**src/rtl/column_slice_drawer.sv**
```systemverilog
// -----------------------------------------------------------------------------
// column_slice_drawer
//
// Sweeps a frame column by column. For each column it asks an external
// slice-height calculator for the wall height, then plots one full column of
// pixels: ceiling above the wall, wall in the middle and floor below it.
// A column whose height never arrives is drawn with height 0 after TIMEOUT
// cycles, so the sweep always completes.
//
// Ports
//   clock        : single clock, rising edge
//   reset        : asynchronous, active-high
//   start_frame  : request one frame sweep (ignored while busy)
//   column_count : column index presented to the calculator
//   begin_calc   : one-cycle request to the calculator
//   end_calc     : calculator completion strobe (sampled only while waiting)
//   slice_size   : wall height, valid with end_calc
//   x, y         : pixel coordinates
//   colour       : pixel colour
//   plot         : pixel write enable, one pixel per asserted cycle
//   busy         : high whenever not idle
//   frame_done   : one-cycle pulse at the end of a completed frame
// -----------------------------------------------------------------------------
module column_slice_drawer #(
   parameter int         NUM_COLS  = 160,
   parameter int         SCREEN_H  = 120,
   parameter int         TIMEOUT   = 255,
   parameter logic [2:0] CEIL_COL  = 3'b001,
   parameter logic [2:0] WALL_COL  = 3'b100,
   parameter logic [2:0] FLOOR_COL = 3'b010
) (
   input  logic       clock,
   input  logic       reset,
   input  logic       start_frame,
   output logic [7:0] column_count,
   output logic       begin_calc,
   input  logic       end_calc,
   input  logic [6:0] slice_size,
   output logic [7:0] x,
   output logic [6:0] y,
   output logic [2:0] colour,
   output logic       plot,
   output logic       busy,
   output logic       frame_done
);

   typedef enum logic [2:0] {IDLE, REQ, WAIT, DRAW, NEXT, DONE} state_t;

   localparam int            TW       = (TIMEOUT < 2) ? 1 : $clog2(TIMEOUT + 1);
   localparam logic [6:0]    H_MAX    = 7'(SCREEN_H);
   localparam logic [6:0]    Y_LAST   = 7'(SCREEN_H - 1);
   localparam logic [7:0]    COL_LAST = 8'(NUM_COLS - 1);
   localparam logic [TW-1:0] T_LAST   = TW'(TIMEOUT - 1);

   state_t        state;
   logic [6:0]    h;
   logic [6:0]    top;
   logic [TW-1:0] tcount;

   // Height and band edges for the column about to be drawn. A missing
   // end_calc (the timeout path) naturally yields h = 0.
   logic [6:0] h_next, top_next, bottom_next;
   logic [6:0] bottom;
   logic [6:0] y_inc;

   always_comb begin
      h_next = '0;
      if (end_calc)
         h_next = (slice_size > H_MAX) ? H_MAX : slice_size;
      top_next    = (H_MAX - h_next) >> 1;
      bottom_next = top_next + h_next;
      bottom      = top + h;
      y_inc       = y + 7'd1;
   end

   function automatic logic [2:0] pick(input logic [6:0] row,
                                       input logic [6:0] t,
                                       input logic [6:0] b);
      if (row < t)      return CEIL_COL;
      else if (row < b) return WALL_COL;
      else              return FLOOR_COL;
   endfunction

   // NOTE: state and outputs are registers, so every assignment here is
   // non-blocking; blocking assignments would make results order-dependent.
   always_ff @(posedge clock or posedge reset) begin
      if (reset) begin
         state        <= IDLE;
         column_count <= '0;
         x            <= '0;
         y            <= '0;
         colour       <= '0;
         h            <= '0;
         top          <= '0;
         tcount       <= '0;
         begin_calc   <= 1'b0;
         plot         <= 1'b0;
         busy         <= 1'b0;
         frame_done   <= 1'b0;
      end else begin
         case (state)
            IDLE: begin
               if (start_frame) begin
                  column_count <= '0;
                  x            <= '0;
                  begin_calc   <= 1'b1;
                  busy         <= 1'b1;
                  state        <= REQ;
               end
            end

            REQ: begin
               begin_calc <= 1'b0;
               tcount     <= '0;
               state      <= WAIT;
            end

            WAIT: begin
               // Either a real height or the timeout: both start drawing,
               // and the first pixel (y = 0) is set up on the way in.
               if (end_calc || tcount == T_LAST) begin
                  h      <= h_next;
                  top    <= top_next;
                  y      <= '0;
                  colour <= pick(7'd0, top_next, bottom_next);
                  plot   <= 1'b1;
                  state  <= DRAW;
               end else begin
                  tcount <= tcount + 1'b1;
               end
            end

            DRAW: begin
               if (y == Y_LAST) begin
                  plot  <= 1'b0;
                  state <= NEXT;
               end else begin
                  y      <= y_inc;
                  colour <= pick(y_inc, top, bottom);
               end
            end

            NEXT: begin
               if (column_count == COL_LAST) begin
                  frame_done <= 1'b1;
                  state      <= DONE;
               end else begin
                  column_count <= column_count + 8'd1;
                  x            <= column_count + 8'd1;
                  begin_calc   <= 1'b1;
                  state        <= REQ;
               end
            end

            DONE: begin
               frame_done <= 1'b0;
               busy       <= 1'b0;
               state      <= IDLE;
            end

            default: state <= IDLE;
         endcase
      end
   end

endmodule

```
**config.mk**
```make
export PLATFORM = sky130hd
export DESIGN_NAME = column_slice_drawer
export DESIGN_NICKNAME = d
export VERILOG_FILES = /design/src/rtl/column_slice_drawer.sv
export SDC_FILE = /design/constraint.sdc
export NUM_CORES = 1
export LEC_CHECK = 0
export ABC_AREA = 1
export CELL_PAD_IN_SITES_DETAIL_PLACEMENT = 0
export CELL_PAD_IN_SITES_GLOBAL_PLACEMENT = 1
export CORE_ASPECT_RATIO = 0.8
export CORE_MARGIN = 5
export CORE_UTILIZATION = 41
export DETAILED_ROUTE_END_ITERATION = 10
export GPL_TIMING_DRIVEN = 0
export PLACE_DENSITY = 0.81
export RECOVER_POWER = 50
export SLEW_MARGIN = 20
export SYNTH_ARGS = -nofsm -noshare
export SYNTH_HDL_FRONTEND = slang
export SYNTH_SLANG_ARGS = --single-unit
```
**constraint.sdc**
```tcl
create_clock -name clock -period 3.8 [get_ports clock]
set_clock_uncertainty 0.05 [all_clocks]
set_input_delay 0.57 -clock clock [delete_from_list [all_inputs] [get_ports clock]]
set_output_delay 0.57 -clock clock [all_outputs]
set_load 0.1 [all_outputs]
```
==> impl_metrics.csv <==
group,metric,value,unit
clock_network,post_cts_resized,0,
floorplanning,die_w,109,um
hold_path,hold_class,"flip-flop to flip-flop",
setup_path,arrival,3.53,ns
clock_network,clk_pin_slew,0.09,ns
clock_network,cts_buffers,5,
sta,tns,0,ns
pwr,irDropWorstVdd,362,uV
grt,grt.overflow.total,0,
run,drv_cap,1,
routing,drtIter0Drc,111,
floorplanning,start_util,0.415,
floorplanning,die_area,9790,sq um
placement,dp_hpwl,5630,um
clock_network,cts_tree,"yes",
sta,max_clock_freq,0.299,GHz
sta,tightest_slew,1.83,ns
clock_network,cts_max_path_buffers,2,
floorplanning,core,7800,sq um
synth,ys.flop_type,"dfrtp_1",
clock_network,cts_setup_buffers,0,
routing,viasPerCell,4.83,
routing,drc,0,
run_status,status,"finished with violations",
clock_network,cts.sinks,46,
routing,drt-pass1-iter-count,4,
sta,hold_violations,0,
sta,rsz0062_at_grt,"no",
sta,slew_headroom,-0.217,
sta,fin_crit_sh,0.880,
grt,grt_max_degree,35,
floorplanning,die_h,89.5,um
setup_path,critPathLaunchType,"input pin",
synth,async_flop_share,1.00,
layout,final_nets,506,
layout,layout-drive-gt1-share,0.101,
clock_network,holdBufCountCts,0,
grt,grt_pass1_vias,2771,
synth,synthTopCellsByCount,"nand2_1, inv_1, dfrtp_1",
clock_network,clkLatencyLatePin,0.31,ns
synth,yosysMostFrequentCell,"nand2_1",
synth,syn_inst,419,
clock_network,cts_htree_levels,2,
floorplanning,rows,29,
routing,wirelength,6870,um
sta,setup_viol,0,
setup_path,end_kind,"flip-flop",
routing,wl_per_cell,11.9,um
layout,antennaDiodeCount,0,
pwr,powerDensity,722,nW/um^2
layout,area.growth.synth_to_final,18.8,%
placement,gp_routability_congestion,0.760,
synth,synth_top_area_cell,"dfrtp_1",
synth,syn_area,3240,sq um
placement,portBuffers,39,
sta,drv_slew,35,
setup_path,critPathKind,"input pin to flip-flop",
floorplanning,num_io_pins,41,
setup_path,cp_data_required_time,3.99,ns
sta,finalCriticalPeriod,3.34,ns
routing,dr_total_vias,2780,
sta,fin_hold_ws,0.443,ns
run_status,violations,"max-capacitance violations, max-slew violations",
synth,ys_seq_area_frac,0.355,
pwr,p_leak,1.94,nW
synth,synth-seq-cells,46,
setup_path,crit_fanout,6,
synth,synth-edff-count,0,
grt,track_usage,0.158,
grt,grt_pass1_wl,12400,um
clock_network,cts_root_buf,"clkbuf_8",
grt,grt_antenna_before_repair,0,
synth,synth_area_leaders,"dfrtp_1, ha_1, nand2_1, inv_1, o21ai_0",
synth,avgSynthCellArea,7.73,sq um
synth,mappedNetlistNets,459,
synth,yosysTopAreaCellShare,0.355,
routing,detail-route-antenna-nets,0,
synth,yosysWarnings,0,
synth,ys_types,47,
## critical path, stage by stage
cell	delay, ns
clkdlybuf4s50_1	0.53
nand2_2	0.11
nor2_4	0.13
nand2_2	0.07
nand2_2	0.12
ha_1	0.23
nand2_2	0.08
nand2_1	0.09
nand2_1	0.05
o21ai_1	0.09
inv_1	0.09
ha_1	0.34
inv_1	0.07
o21ai_0	0.30
a21boi_0	0.18
nand2_1	0.10
nand2_1	0.05
nand2_1	0.08
nand4_1	0.11
a21oi_1	0.14
## final cells by class
| cell class | instances | area [sq um] |
|---|---|---|
| fill | 775 | 3950 |
| multi-input combinational | 290 | 1730 |
| sequential | 46 | 1150 |
| timing repair buffer | 40 | 394 |
| inverter | 71 | 267 |
| tap | 108 | 135 |
| buffer | 12 | 82.6 |
| clock buffer | 5 | 68.8 |
| clock inverter | 3 | 27.5 |
## metal layers
metal,share of wire,wire (um),track usage
met5,0,0,0
met4,0.017,114,0.0589
met3,0.044,300,0.0166
met2,0.43,2960,0.259
met1,0.51,3490,0.216
## kinds of logic after synthesis
family	Yosys count	share of synthesized area
and+or+nand+nor	172	0.250
buffers and inverters	83	0.108
AOI/OAI and AO/OA	76	0.134
DFF	46	0.355
adders and majority gates	29	0.114
xor gates and xnor gates	12	0.0348
muxes	1	0.00347
## power by group
part	total [mW]	switching (mW)	internal (mW)
Clock	0.321	0.185	0.136
Sequential	0.771	0.135	0.636
Combinational	1.69	1.16	0.529
Total	2.78	1.48	1.30
## stage by stage
step                      power (mW)   util  cell area (sq um)  instances  setup slack, ns
after detailed placement        2.49  0.485               3790        567            0.141
after CTS                       2.82  0.498               3880        575            0.462
after floorplan                 2.08      -               3240        419            0.768
after global routing            3.05  0.494               3850        575           0.0515
after global placement          2.43  0.483               3770        566            0.197
final                           2.78  0.494               3850        575            0.455
## flip-flops by register name (all words and copies together), names as in the netlist
register / cells
begin_calc: 1
x: 8
frame_done: 1
tcount: 8
top: 6
busy: 1
plot: 1
h: 7
y: 7
state: 3
colour: 3
## layout by cell type (no fill, tap or decap), drive strengths merged, types with 4 or more instances in the layout
master          n
a21oi          23
buf             9
clkbuf          9
clkdlybuf4s50  38
dfrtp          46
ha             28
inv            73
nand2          92
nand3          25
nand4           4
nor2           37
nor3            7
o21ai          38
xor2            9
## path summary, 6_finish.rpt
path	start	to	slack, ns	cells after the start
min in group asynchronous	reset	y[1]	0.66	2
setup reg to reg	top[0]	colour[2]	0.80	15
setup / recovery	slice_size[4]	colour[1]	0.46	20
hold reg to reg	colour[0]	colour[0]	0.44	2
max in group asynchronous	reset	h[6]	0.99	3
hold / removal	colour[0]	colour[0]	0.44	2
Power figures use the tool's default switching activity.
